==> config.mk <==
export PLATFORM = sky130hd
export DESIGN_NAME = score_bcd_converter
export DESIGN_NICKNAME = d
export VERILOG_FILES = /design/src/rtl/score_pkg.sv /design/src/rtl/bcd_add3.sv /design/src/rtl/score_bcd_converter.sv
export SDC_FILE = /design/constraint.sdc
export NUM_CORES = 1
export LEC_CHECK = 0
export BUFFER_PORTS_ARGS = -buffer_cell sky130_fd_sc_hd__buf_2
export CAP_MARGIN = 0
export CORE_MARGIN = 2
export CORE_UTILIZATION = 35
export CTS_BUF_LIST = sky130_fd_sc_hd__clkbuf_4
export CTS_CLUSTER_DIAMETER = 40
export DETAILED_ROUTE_END_ITERATION = 10
export SYNTH_ARGS = -nofsm -noshare
export SYNTH_HDL_FRONTEND = slang
export SYNTH_SLANG_ARGS = --single-unit
==> constraint.sdc <==
create_clock -name clock -period 1.5 [get_ports clock]
set_clock_uncertainty 0.15 [all_clocks]
set_input_delay 0.3 -clock clock [delete_from_list [all_inputs] [get_ports clock]]
set_output_delay 0.3 -clock clock [all_outputs]
set_load 0.02 [all_outputs]
==> src/rtl/score_pkg.sv <==
// Shared constants and FSM state type for the score-to-BCD converter.
// The saturation limit is the largest value that DIGITS decimal digits can show.
package score_pkg;

    localparam int SCORE_W = 20;
    localparam int DIGITS  = 6;

    // Returns 10^digits - 1, which is the largest value the display can show.
    function automatic logic [63:0] sat_limit(input int digits);
        logic [63:0] p;
        p = 64'd1;
        for (int i = 0; i < digits; i++) begin
            p = p * 64'd10;
        end
        return p - 64'd1;
    endfunction

    localparam logic [63:0] SAT_LIMIT = sat_limit(DIGITS);

    typedef enum logic [1:0] {
        IDLE  = 2'd0,
        SHIFT = 2'd1,
        DONE  = 2'd2
    } state_t;

endpackage

==> src/rtl/bcd_add3.sv <==
// Double-dabble digit adjust: add 3 to a BCD digit that is 5 or more.
// Applying this before each left shift keeps the digit within 0-9.
module bcd_add3 (
    input  logic [3:0] digit,
    output logic [3:0] adjusted
);

    always_comb begin
        adjusted = digit;
        if (digit >= 4'd5) begin
            adjusted = digit + 4'd3;
        end
    end

endmodule

==> src/rtl/score_bcd_converter.sv <==
// Serial binary-to-BCD converter for the score display. It uses one double-dabble
// iteration per clock, saturates at 10^DIGITS-1, and produces leading-zero blanking enables.
module score_bcd_converter
    import score_pkg::*;
#(
    parameter int SCORE_W = score_pkg::SCORE_W,
    parameter int DIGITS  = score_pkg::DIGITS
) (
    input  logic                  clock,
    input  logic                  reset,
    input  logic [SCORE_W-1:0]    score,
    input  logic                  start,
    output logic [4*DIGITS-1:0]   bcd,
    output logic [DIGITS-1:0]     digit_en,
    output logic                  valid,
    output logic                  busy,
    output logic                  overflow
);

    localparam int BCD_W = 4 * DIGITS;
    localparam int CNT_W = $clog2(SCORE_W + 1);
    localparam logic [63:0] SAT_WIDE = sat_limit(DIGITS);

    state_t state_reg;
    state_t state_next;

    logic [SCORE_W-1:0] bin_work_reg;
    logic [BCD_W-1:0]   bcd_work_reg;
    logic [CNT_W-1:0]   cnt_reg;
    logic               ovf_work_reg;

    logic [BCD_W-1:0]   bcd_reg;
    logic [DIGITS-1:0]  digit_en_reg;
    logic               valid_reg;
    logic               busy_reg;
    logic               overflow_reg;

    logic [63:0]        score_wide;
    logic               score_over;
    logic [SCORE_W-1:0] score_sat;
    logic [BCD_W-1:0]   bcd_adj;
    logic [DIGITS-1:0]  digit_en_calc;
    logic               last_iter;

    // The input is clamped at capture time so that the value always fits in DIGITS digits.
    assign score_wide = 64'(score);
    assign score_over = (score_wide > SAT_WIDE);
    assign score_sat  = score_over ? SAT_WIDE[SCORE_W-1:0] : score;
    assign last_iter  = (cnt_reg == CNT_W'(SCORE_W - 1));

    generate
        for (genvar gi = 0; gi < DIGITS; gi++) begin : g_digit
            bcd_add3 u_add3 (
                .digit    (bcd_work_reg[4*gi +: 4]),
                .adjusted (bcd_adj[4*gi +: 4])
            );

            // A digit is lit when it or any digit above it is nonzero; the units digit is always lit.
            if (gi == 0) begin : g_units
                assign digit_en_calc[gi] = 1'b1;
            end else begin : g_upper
                assign digit_en_calc[gi] = |bcd_work_reg[BCD_W-1:4*gi];
            end
        end
    endgenerate

    always_ff @(posedge clock) begin
        if (reset) begin
            state_reg <= IDLE;
        end else begin
            state_reg <= state_next;
        end
    end

    always_comb begin
        state_next = state_reg;
        case (state_reg)
            IDLE:    if (start) state_next = SHIFT;
            SHIFT:   if (last_iter) state_next = DONE;
            DONE:    state_next = IDLE;
            default: state_next = IDLE;
        endcase
    end

    always_ff @(posedge clock) begin
        if (reset) begin
            bin_work_reg <= '0;
            bcd_work_reg <= '0;
            cnt_reg      <= '0;
            ovf_work_reg <= 1'b0;
            bcd_reg      <= '0;
            digit_en_reg <= DIGITS'(1);
            valid_reg    <= 1'b0;
            busy_reg     <= 1'b0;
            overflow_reg <= 1'b0;
        end else begin
            valid_reg <= 1'b0;
            case (state_reg)
                IDLE: begin
                    if (start) begin
                        bin_work_reg <= score_sat;
                        bcd_work_reg <= '0;
                        cnt_reg      <= '0;
                        ovf_work_reg <= score_over;
                        busy_reg     <= 1'b1;
                    end
                end
                SHIFT: begin
                    {bcd_work_reg, bin_work_reg} <= {bcd_adj, bin_work_reg} << 1;
                    cnt_reg <= cnt_reg + CNT_W'(1);
                end
                DONE: begin
                    bcd_reg      <= bcd_work_reg;
                    digit_en_reg <= digit_en_calc;
                    overflow_reg <= ovf_work_reg;
                    valid_reg    <= 1'b1;
                    busy_reg     <= 1'b0;
                end
                default: begin
                    busy_reg <= 1'b0;
                end
            endcase
        end
    end

    assign bcd      = bcd_reg;
    assign digit_en = digit_en_reg;
    assign valid    = valid_reg;
    assign busy     = busy_reg;
    assign overflow = overflow_reg;

endmodule

**Word level (Yosys, flattened, before mapping)**

Index checks and enable logic that the tools add are counted.

- Input port bits: 23
- Word-level logic and storage cells: 60
- Flip-flop bits (word level): 84
- Output and inout port bits: 33

- Mux-type cells: 19
- Equality and inequality tests: 5
- $lt $le $gt $ge: 7
- Reduce and logical (&&, ||, !) cells: 11
- Add/subtract/negate cells: 7
- Bitwise gates (word level): 1

Operator list:

| operator | count |
|---|---|
| $pmux W24 S2 | 1 |
| $mux W20 | 2 |
| $pmux W20 S2 | 1 |
| $ge A4 B3 Y1 const B | 6 |
| $mux W24 | 1 |
| $add A4 B2 Y4 const B | 5 |
| $gt A20 B20 Y1 const B | 1 |
| $mux W4 | 5 |
| $reduce_or A20 Y1 | 1 |
| $reduce_or A16 Y1 | 1 |
| $reduce_or A12 Y1 | 1 |
| $pmux W5 S2 | 1 |
| $reduce_and A2 Y1 | 4 |
| $reduce_or A8 Y1 | 1 |
| $add A5 B1 Y5 const B | 1 |
| $eq A5 B5 Y1 const B | 1 |
| $mux W5 | 1 |
| $mux W2 | 2 |
| $ne A2 B2 Y1 const B | 2 |
| $pmux W2 S2 | 1 |
| $reduce_or A4 Y1 | 1 |
| $add A3 B2 Y3 const B | 1 |
| $mux W3 | 1 |
| $eq A2 B1 Y1 const B | 1 |
| 6 further kinds | 7 |

**Logic depth before layout (Yosys ltp)**

Gate-level depths: netlist of the first run.

- Depth in word-level cells: 4
- Depth in mapped cells: 7
- Gate-level depth less buffers: 6

**Cells and area by module**

A second synthesis of the first run with hierarchy kept.

- Cell total of the unflattened synthesis: 426
- Area, all modules: 3,699.8 um^2

By module, submodules not included:

| module | area each (um^2) | sequential area each (um^2) | cells each | instances |
|---|---|---|---|---|
| score_bcd_converter | 3,091.7 | 1,681.6 | 330 | 1 |
| bcd_add3 | 101.3 | 0.0 | 16 | 6 |

**Worst setup path before layout of the first run**

No wires, ideal clock.

- Path kind: register -> register
- Start: register bcd_work_reg[9]
- End: register bcd_work_reg[10]
- Data arrival time: 1.263 ns
- Period minus slack after synthesis: 1.530 ns
- Slack: -0.030 ns
- Data required time: 1.233 ns
- Buffers on the path: 0
- Stages on the path, launching flop included: 7
- Library setup time: 0.117 ns
- Cell sequence: dfxtp_1 inv_1 ha_1 nand2b_1 a21oi_1 mux2i_1 a22o_1

- Word-level cells in the longest chain between the ends: 3
- Elaborated cells on any way between the ends: 4
- Those cells by class: add/sub: 1; order compare: 1; mux: 2

Ends and longest elaborated chain:

| item | line | source |
|---|---|---|
| start, declared | score_bcd_converter.sv:28 | `logic [BCD_W-1:0] bcd_work_reg;` |
| start signal, assigned | score_bcd_converter.sv:109 | `{bcd_work_reg, bin_work_reg} <= {bcd_adj, bin_work_reg} << 1;` |
| $add A4 B2 Y4 or $ge A4 B3 Y1 (tied branches) | bcd_add3.sv:11, bcd_add3.sv:10 |  |
| $mux W4 (*) | bcd_add3.sv:10 | `if (digit >= 4'd5) begin` |
| $pmux W24 S2 (*) | score_bcd_converter.sv:98 | `case (state_reg)` |

Every way passes the cells marked *; elsewhere a longest branch is shown, timed or not.
A chain may end at the register's enable or synchronous reset.

**Final worst setup path of the first run**

- Start: input score[13]
- End: register bin_work_reg[4]

- Word-level cells in the longest chain between the ends: 4

Ends and longest elaborated chain:

| item | line | source |
|---|---|---|
| start, declared | score_bcd_converter.sv:11 | `input logic [SCORE_W-1:0] score,` |
| $gt A20 B20 Y1 | score_bcd_converter.sv:47 | `assign score_over = (score_wide > SAT_WIDE);` |
| $mux W20 | score_bcd_converter.sv:48 | `assign score_sat = score_over ? SAT_WIDE[SCORE_W-1:0] : score;` |
| $mux W20 | score_bcd_converter.sv:100 | `if (start) begin` |
| $pmux W20 S2 | score_bcd_converter.sv:98 |  |
| end signal, assigned | score_bcd_converter.sv:101 | `bin_work_reg <= score_sat;` |
| end signal, assigned | score_bcd_converter.sv:109 |  |
| end, declared | score_bcd_converter.sv:27 | `logic [SCORE_W-1:0] bin_work_reg;` |

No other way between the ends. The select of a mux whose other input is x is not followed.

==> results of run 1 <==
-- cell families (layout without fill, tap and decap cells) --
group	count (synthesis)	after routing	synth area share [%]
simple gates	158	158	20.1
buf+inv	44	171	5.17
fa+ha+maj	18	18	6.09
flops	84	84	45.4
other cells	1	1	0.101
compound gates	113	113	19.8
xor+xnor	7	7	1.66
mux	6	6	1.62
-- final cells by class --
class,count,area (µm²),area share [%]
Multi-Input combinational cell,303,2170,40.9
Sequential cell,84,1700,32.1
Timing Repair Buffer,136,1020,19.3
Tap cell,136,170,3.21
Clock inverter,7,91.3,1.72
Inverter,19,78.8,1.49
Clock buffer,9,67.6,1.28
-- timing repair --
action                                 in CTS  in global routing
resized for setup                          31                 67
setup endpoints to repair                  24                 51
endpoints found under the hold margin       9                  1
setup buffers                               6                  8
hold buffers                                9                  1
gates cloned                                0                  1
pin swaps                                  13                 26
-- routing by layer --
metal	wire, µm	vias up	share of wire [%]
met2	4810	78	50
met3	363	19	3.8
met5	0	-	0
met4	200	0	2.1
met1	4280	1687	44
li1	-	1760	-
-- per-stage QoR --
| step | setup WS (ps) | TNS (ps) | util [%] | hold WS (ps) | cells |
|---|---|---|---|---|---|
| global placement | -111 | -862 | 44.1 | 291 | 654 |
| floorplan | 8.72 | 0 | - | 276 | 431 |
| detailed placement | -241 | -2290 | 44.1 | 293 | 654 |
| CTS | 0.703 | 0 | 48.0 | 8.46 | 685 |
| finish | 0.549 | 0 | 51.6 | 48.6 | 694 |
| global route | -80.2 | -942 | 51.6 | 38.7 | 694 |
-- worst max-delay path: cells and delay by family --
kind / cells / cell delay (ps)
buf+inv: 2 / 670
compound gates: 2 / 470
simple gates: 2 / 240
-- layout by cell type (no fill, tap or decap), types with 5 or more instances in the layout --
cell	instances
sky130_fd_sc_hd__a21oi_1	44
sky130_fd_sc_hd__a21oi_4	5
sky130_fd_sc_hd__a22o_1	7
sky130_fd_sc_hd__a32o_1	6
sky130_fd_sc_hd__buf_12	5
sky130_fd_sc_hd__buf_2	54
sky130_fd_sc_hd__buf_4	58
sky130_fd_sc_hd__buf_6	8
sky130_fd_sc_hd__clkbuf_4	9
sky130_fd_sc_hd__dfxtp_1	71
sky130_fd_sc_hd__dfxtp_2	11
sky130_fd_sc_hd__dlygate4sd3_1	10
sky130_fd_sc_hd__ha_1	9
sky130_fd_sc_hd__ha_4	6
sky130_fd_sc_hd__inv_1	9
sky130_fd_sc_hd__inv_2	7
sky130_fd_sc_hd__mux2i_1	6
sky130_fd_sc_hd__nand2_1	55
sky130_fd_sc_hd__nand2b_4	6
sky130_fd_sc_hd__nand3_1	5
sky130_fd_sc_hd__nand3b_1	6
sky130_fd_sc_hd__nor2_1	43
sky130_fd_sc_hd__nor3_1	10
sky130_fd_sc_hd__nor4_1	5
sky130_fd_sc_hd__o21ai_0	6
sky130_fd_sc_hd__o22ai_1	10
sky130_fd_sc_hd__o31ai_1	7
sky130_fd_sc_hd__xnor2_1	6
-- how the worst max path moves through the flow --
stage                                   to        startpoint  slack [ps]  cells past startpoint
after floorplan            bcd_work_reg[4]      state_reg[0]           9                      6
after global placement     bin_work_reg[9]          score[8]        -110                      5
after detailed placement   bin_work_reg[1]          score[8]        -240                      5
after CTS                 bcd_work_reg[18]  bcd_work_reg[17]         0.7                      6
after global routing      bin_work_reg[15]      state_reg[0]         -80                      6
final                      bin_work_reg[4]         score[13]         0.5                      6
-- power groups by stage --
stage          Sequential, mW  Clock [mW]  Combinational (mW)
2_1_floorplan            2.37           0               0.226
3_3_place_gp             2.38           0               0.395
3_5_place_dp             2.38           0               0.404
4_1_cts                  2.33        1.51               0.454
5_1_grt                  2.34        1.60               0.586
6_report                 2.33        1.48               0.536
==> flow_metrics.py, run 1 <==
metrics = {
    "routing": {
        "vias": 3544,
        "route.detailed.drc": 0,
        "route.final.wire_length_um": 9650,
        "drt-initial-drc-count": 140,
        "drtPass1Iterations": 6,
        "via_per_inst": 5.11,
        "routed_wire_length_per_instance_um": 13.9,
        "drt.antenna.violating_nets": 0,
    },
    "worst_setup_path": {
        "worstPathArrival_ps": 1680,
        "number_of_cells_on_the_worst_reg_to_reg_path": 7,
        "crit_path_max_cell_delay_ps": 540,
        "critical_path.startpoint_type": "primary input",
        "r2r-end": "bcd_work_reg[18]",
        "r2r_slack_ps": 10,
        "critical_path.endpoint_type": "flip-flop",
        "timing.critical_path.fanout_max": 6,
        "worstReg2RegStart": "bcd_work_reg[16]",
        "critPathSlowestCell": "sky130_fd_sc_hd__dlygate4sd3_1",
        "worst-setup-path-type": "primary input to flip-flop",
        "cp.required_ps": 1680,
        "path_cells": "dlygate4sd3_1, buf_2, nor2_1, nand3_2, a21oi_4, a2111oi_0",
    },
    "layout": {
        "drive_above_1_share_pct": 38.0,
        "final.fill_count": 994,
        "final_net_count": 594,
        "antenna_cells": 0,
        "area_growth_syn_to_layout_pct": 43.2,
        "post-route-cell-area_mm2": 0.00530,
    },
    "grt": {
        "first_global_vias": 3358,
        "grt_first_pass_wirelength_um": 15500,
        "maximum_number_of_pins_on_one_net_before_global_route_repair": 34,
        "grt_overflow_total": 0,
        "globalRouteMet1Util_pct": 20.8,
        "grt.total_usage_pct": 16.8,
        "grt.busiest_layer": "met2",
        "gr-usage-met3_pct": 3.53,
        "initial_antenna_violation_count": 0,
        "globalRouteMet2Util_pct": 28.5,
    },
    "pwr": {
        "fraction_of_power_consumed_by_the_clock_network_pct": 34.0,
        "finalPower_mw": 4.35,
        "power.share.switching_pct": 25.8,
        "power.density_cell_area_mw_per_mm2": 820,
        "combinationalPowerShare_pct": 12.3,
        "sequential_group_share_of_total_power_pct": 53.6,
        "vdd.ir_drop.worst_uv": 453,
        "leakage_power_nw": 2.17,
        "power.net_switching_mw": 1.12,
        "internal_power_mw": 3.22,
    },
    "logic_synthesis": {
        "synthMostInstantiatedCell": "sky130_fd_sc_hd__dfxtp_1",
        "synth.net_count": 472,
        "yosysTopAreaCellShare_pct": 45.4,
        "netlist-cell-type-count": 43,
        "ys.warnings.count": 0,
        "syn_area_cell_um2": 8.59,
        "synthTopCellsByCount": "sky130_fd_sc_hd__dfxtp_1 (84), sky130_fd_sc_hd__nand2_1 (56), sky130_fd_sc_hd__a21oi_1 (52)",
        "synth_enable_flop_cells": 0,
        "async_reset_ff_share_pct": 0,
        "yosysTopAreaCell": "sky130_fd_sc_hd__dfxtp_1",
        "ys_seq_area_share_pct": 45.4,
        "synth_area_leaders": "sky130_fd_sc_hd__dfxtp_1 (45%), sky130_fd_sc_hd__a21oi_1 (7.0%), sky130_fd_sc_hd__ha_1 (6.1%), sky130_fd_sc_hd__nand2_1 (5.7%), sky130_fd_sc_hd__nor2_1 (4.4%)",
        "synthesis_stage_register_bit_count": 84,
        "postSynth.topFlopCell": "sky130_fd_sc_hd__dfxtp_1",
        "netlist_instances": 431,
        "total_standard_cell_area_after_synthesis_mm2": 0.00370,
    },
    "clock_tree": {
        "cts.sink_count": 84,
        "cts_buffers": 9,
        "clock_tree.htree_level_count": 3,
        "tritoncts_clock_tree": "done",
        "clkTransAtPathRegs_ps": 140,
        "clock_insertion_delay_worst_skew_ps": 440,
        "clock_tree_root": "sky130_fd_sc_hd__clkbuf_4",
        "cts_max_path_buffers": 2,
    },
    "floorplan": {
        "die_span_in_y_um": 107,
        "die_area_mm2": 0.0114,
        "fp.coreArea_mm2": 0.0103,
        "placementRows": 37,
        "die_width_um": 107,
        "start_util_pct": 36.0,
        "ioPinCount": 56,
    },
    "sta": {
        "report.final.slew_viol_count": 0,
        "grt_setup_unrepaired": "yes",
        "hold_viol_final": 0,
        "period_minus_slack_ps": 1500,
        "final.period_utilization_pct": 100,
        "finalSetupViolCount": 0,
        "fmax_mhz": 667,
    },
    "min_path": {
        "holdCritPathClass": "primary input to flip-flop",
        "whs_endpoint": "bin_work_reg[0]",
        "holdCritStartpoint": "score[0]",
        "whs_path_depth": 3,
    },
    "placed_design": {
        "placement.cell_area_mm2": 0.00453,
        "globalplace.congestion": 0.784,
        "detailedPlacementHpwl_um": 6480,
        "io_buffers": 54,
    },
    "outcome": {
        "outcome": "finished, final reports clean",
    },
    "job": {
        "cap_violations": 0,
    },
}
Note: power is estimated with default switching activity, not from simulation.
==> run 2, diff against run 1 <==
CORE_UTILIZATION = 30   (was 35)
SETUP_SLACK_MARGIN = 0.4   (was default)
==> run 2 against run 1 <==
  * Maximum frequency down 1.2%
  * Sequential share of layout area decreased by 2.3 points
  * Combinational power decreased by 0.9%
  * Flip-flop and latch count did not move
  * Cell count grew 2.6%
  * Highest routed layer unchanged
  * The flow now finishes with violations (negative setup slack)
  * Die area increased by 16%
  * Design area up 11%
  * Wire length is 2.3% higher
  * Via count shrank 0.14%
  * Largest power group unchanged
  * Non-clock buffer count rose by 7
==> flow_metrics.py, run 2 (synthesis gave the netlist of run 1 again) <==
metrics = {
    "sta": {
        "finalSetupTns_ps": -29.9,
        "hold_viol_final": 0,
        "grt_setup_unrepaired": "yes",
        "finalSetupViolCount": 4,
        "fmax_mhz": 659,
        "period_minus_slack_ps": 1520,
        "report.final.slew_viol_count": 0,
        "final.period_utilization_pct": 101,
        "postLayoutSetupSlackWorst_ps": -18.2,
    },
    "worst_setup_path": {
        "timing.critical_path.fanout_max": 8,
        "worst-setup-path-type": "flip-flop to flip-flop",
        "worstPathArrival_ps": 1730,
        "cp.required_ps": 1710,
        "number_of_cells_on_the_worst_reg_to_reg_path": 6,
        "critical_path.startpoint_type": "flip-flop",
        "critical_path.endpoint_type": "flip-flop",
    },
    "clock_tree": {
        "cts_buffers": 9,
        "tritoncts_clock_tree": "done",
        "clkTransAtPathRegs_ps": 130,
        "cts_max_path_buffers": 2,
        "clock_insertion_delay_worst_skew_ps": 460,
        "cts.sink_count": 84,
        "clock_tree.htree_level_count": 3,
        "clock_tree_root": "sky130_fd_sc_hd__clkbuf_4",
    },
    "job": {
        "cap_violations": 0,
    },
    "grt": {
        "grt.total_usage_pct": 15.5,
        "maximum_number_of_pins_on_one_net_before_global_route_repair": 33,
        "initial_antenna_violation_count": 0,
        "grt_first_pass_wirelength_um": 16400,
        "grt_overflow_total": 0,
        "first_global_vias": 3583,
    },
    "placed_design": {
        "io_buffers": 54,
        "detailedPlacementHpwl_um": 6530,
        "dpl.cell_count": 658,
        "globalplace.congestion": 0.787,
    },
    "layout": {
        "drive_above_1_share_pct": 49.7,
        "fin_util_pct": 48.9,
        "area_taken_by_multi_input_logic_gates_mm2": 0.00236,
        "antenna_cells": 0,
        "area_growth_syn_to_layout_pct": 58.6,
        "final.fill_count": 1136,
        "register_area_mm2": 0.00175,
        "mostFrequentLayoutCells": "sky130_fd_sc_hd__buf_4 (58), sky130_fd_sc_hd__nand2_1 (55), sky130_fd_sc_hd__buf_6 (48)",
        "instances_no_fill": 712,
        "final_net_count": 601,
        "most_common_library_cell_in_the_layout_ignoring_fill_and_taps": "sky130_fd_sc_hd__buf_4",
    },
    "pwr": {
        "finalPower_mw": 4.54,
        "leakage_power_nw": 2.32,
        "vdd.ir_drop.worst_uv": 454,
        "power.density_cell_area_mw_per_mm2": 774,
    },
    "routing": {
        "routed_wire_length_per_instance_um": 13.9,
        "via_per_inst": 4.97,
        "vias": 3539,
        "route.detailed.drc": 0,
        "drt.antenna.violating_nets": 0,
        "drt-initial-drc-count": 169,
        "route.final.wire_length_um": 9870,
        "drtPass1Iterations": 4,
    },
    "floorplan": {
        "fp.coreArea_mm2": 0.0120,
        "die_width_um": 115,
        "placementRows": 40,
        "start_util_pct": 30.8,
        "ioPinCount": 56,
        "die_span_in_y_um": 115,
        "die_area_mm2": 0.0132,
    },
    "min_path": {
        "whs_path_depth": 3,
        "holdCritPathClass": "primary input to flip-flop",
    },
    "outcome": {
        "outcome": "complete, but fails checks",
        "violations": "negative setup slack",
    },
}
[run 2: worst max-delay path: stages, from the launching register on]
cell,delay [ps]
sky130_fd_sc_hd__dfxtp_4,390
sky130_fd_sc_hd__buf_6,120
sky130_fd_sc_hd__nor3b_4,210
sky130_fd_sc_hd__buf_6,150
sky130_fd_sc_hd__buf_8,130
sky130_fd_sc_hd__nor3_1,60
sky130_fd_sc_hd__nor4_1,210
[run 2: stage by stage]
stage | setup WS (ps) | instance area (µm²) | hold WS [ps]
after floorplan | 123 | 4030 | 275
after global placement | -143 | 4720 | 293
after detailed placement | -225 | 4720 | 298
after CTS | 4.60 | 5700 | 14.0
after global routing | -104 | 5870 | 26.5
final | -18.2 | 5870 | 47.7
[run 2: final cells by class]
class                           count  area share, %
Clock inverter                      4           1.66
Sequential cell                    84           29.9
Multi-Input combinational cell    303           40.2
Timing Repair Buffer              143           22.0
Clock buffer                       12           1.53
Inverter                           19           1.56
Tap cell                          147           3.13
[run 2: repair_timing]
| item | in CTS | in global routing |
|---|---|---|
| pin swaps | 30 | 20 |
| hold buffers | 9 | 0 |
| setup endpoints to repair | 115 | 115 |
| setup buffers | 21 | 8 |
| hold endpoints to repair | 9 | 0 |
| resized for setup | 171 | 26 |
[run 2: layer usage]
layer	global-route usage, %	routed length, µm	vias up
li1	-	-	1784
met2	26.4	4880	60
met1	19.0	4410	1680
met4	6.35	192	0
met3	3.53	394	15
met5	0	0	-
[run 2: power by group]
part | internal, mW | switching [mW] | leakage [nW] | total, mW
clock network | 0.901 | 0.782 | 0.0978 | 1.68
logic | 0.256 | 0.275 | 1.52 | 0.531
registers | 2.29 | 0.0444 | 0.707 | 2.33
total | 3.44 | 1.10 | 2.32 | 4.54
[run 2: final timing paths]
check,slack [ps],to,from
setup / recovery,-20,bin_work_reg[14],state_reg[1]
hold / removal,50,busy,start
setup reg to reg,-20,bin_work_reg[14],state_reg[1]
hold reg to reg,320,bcd[14],bcd[14]
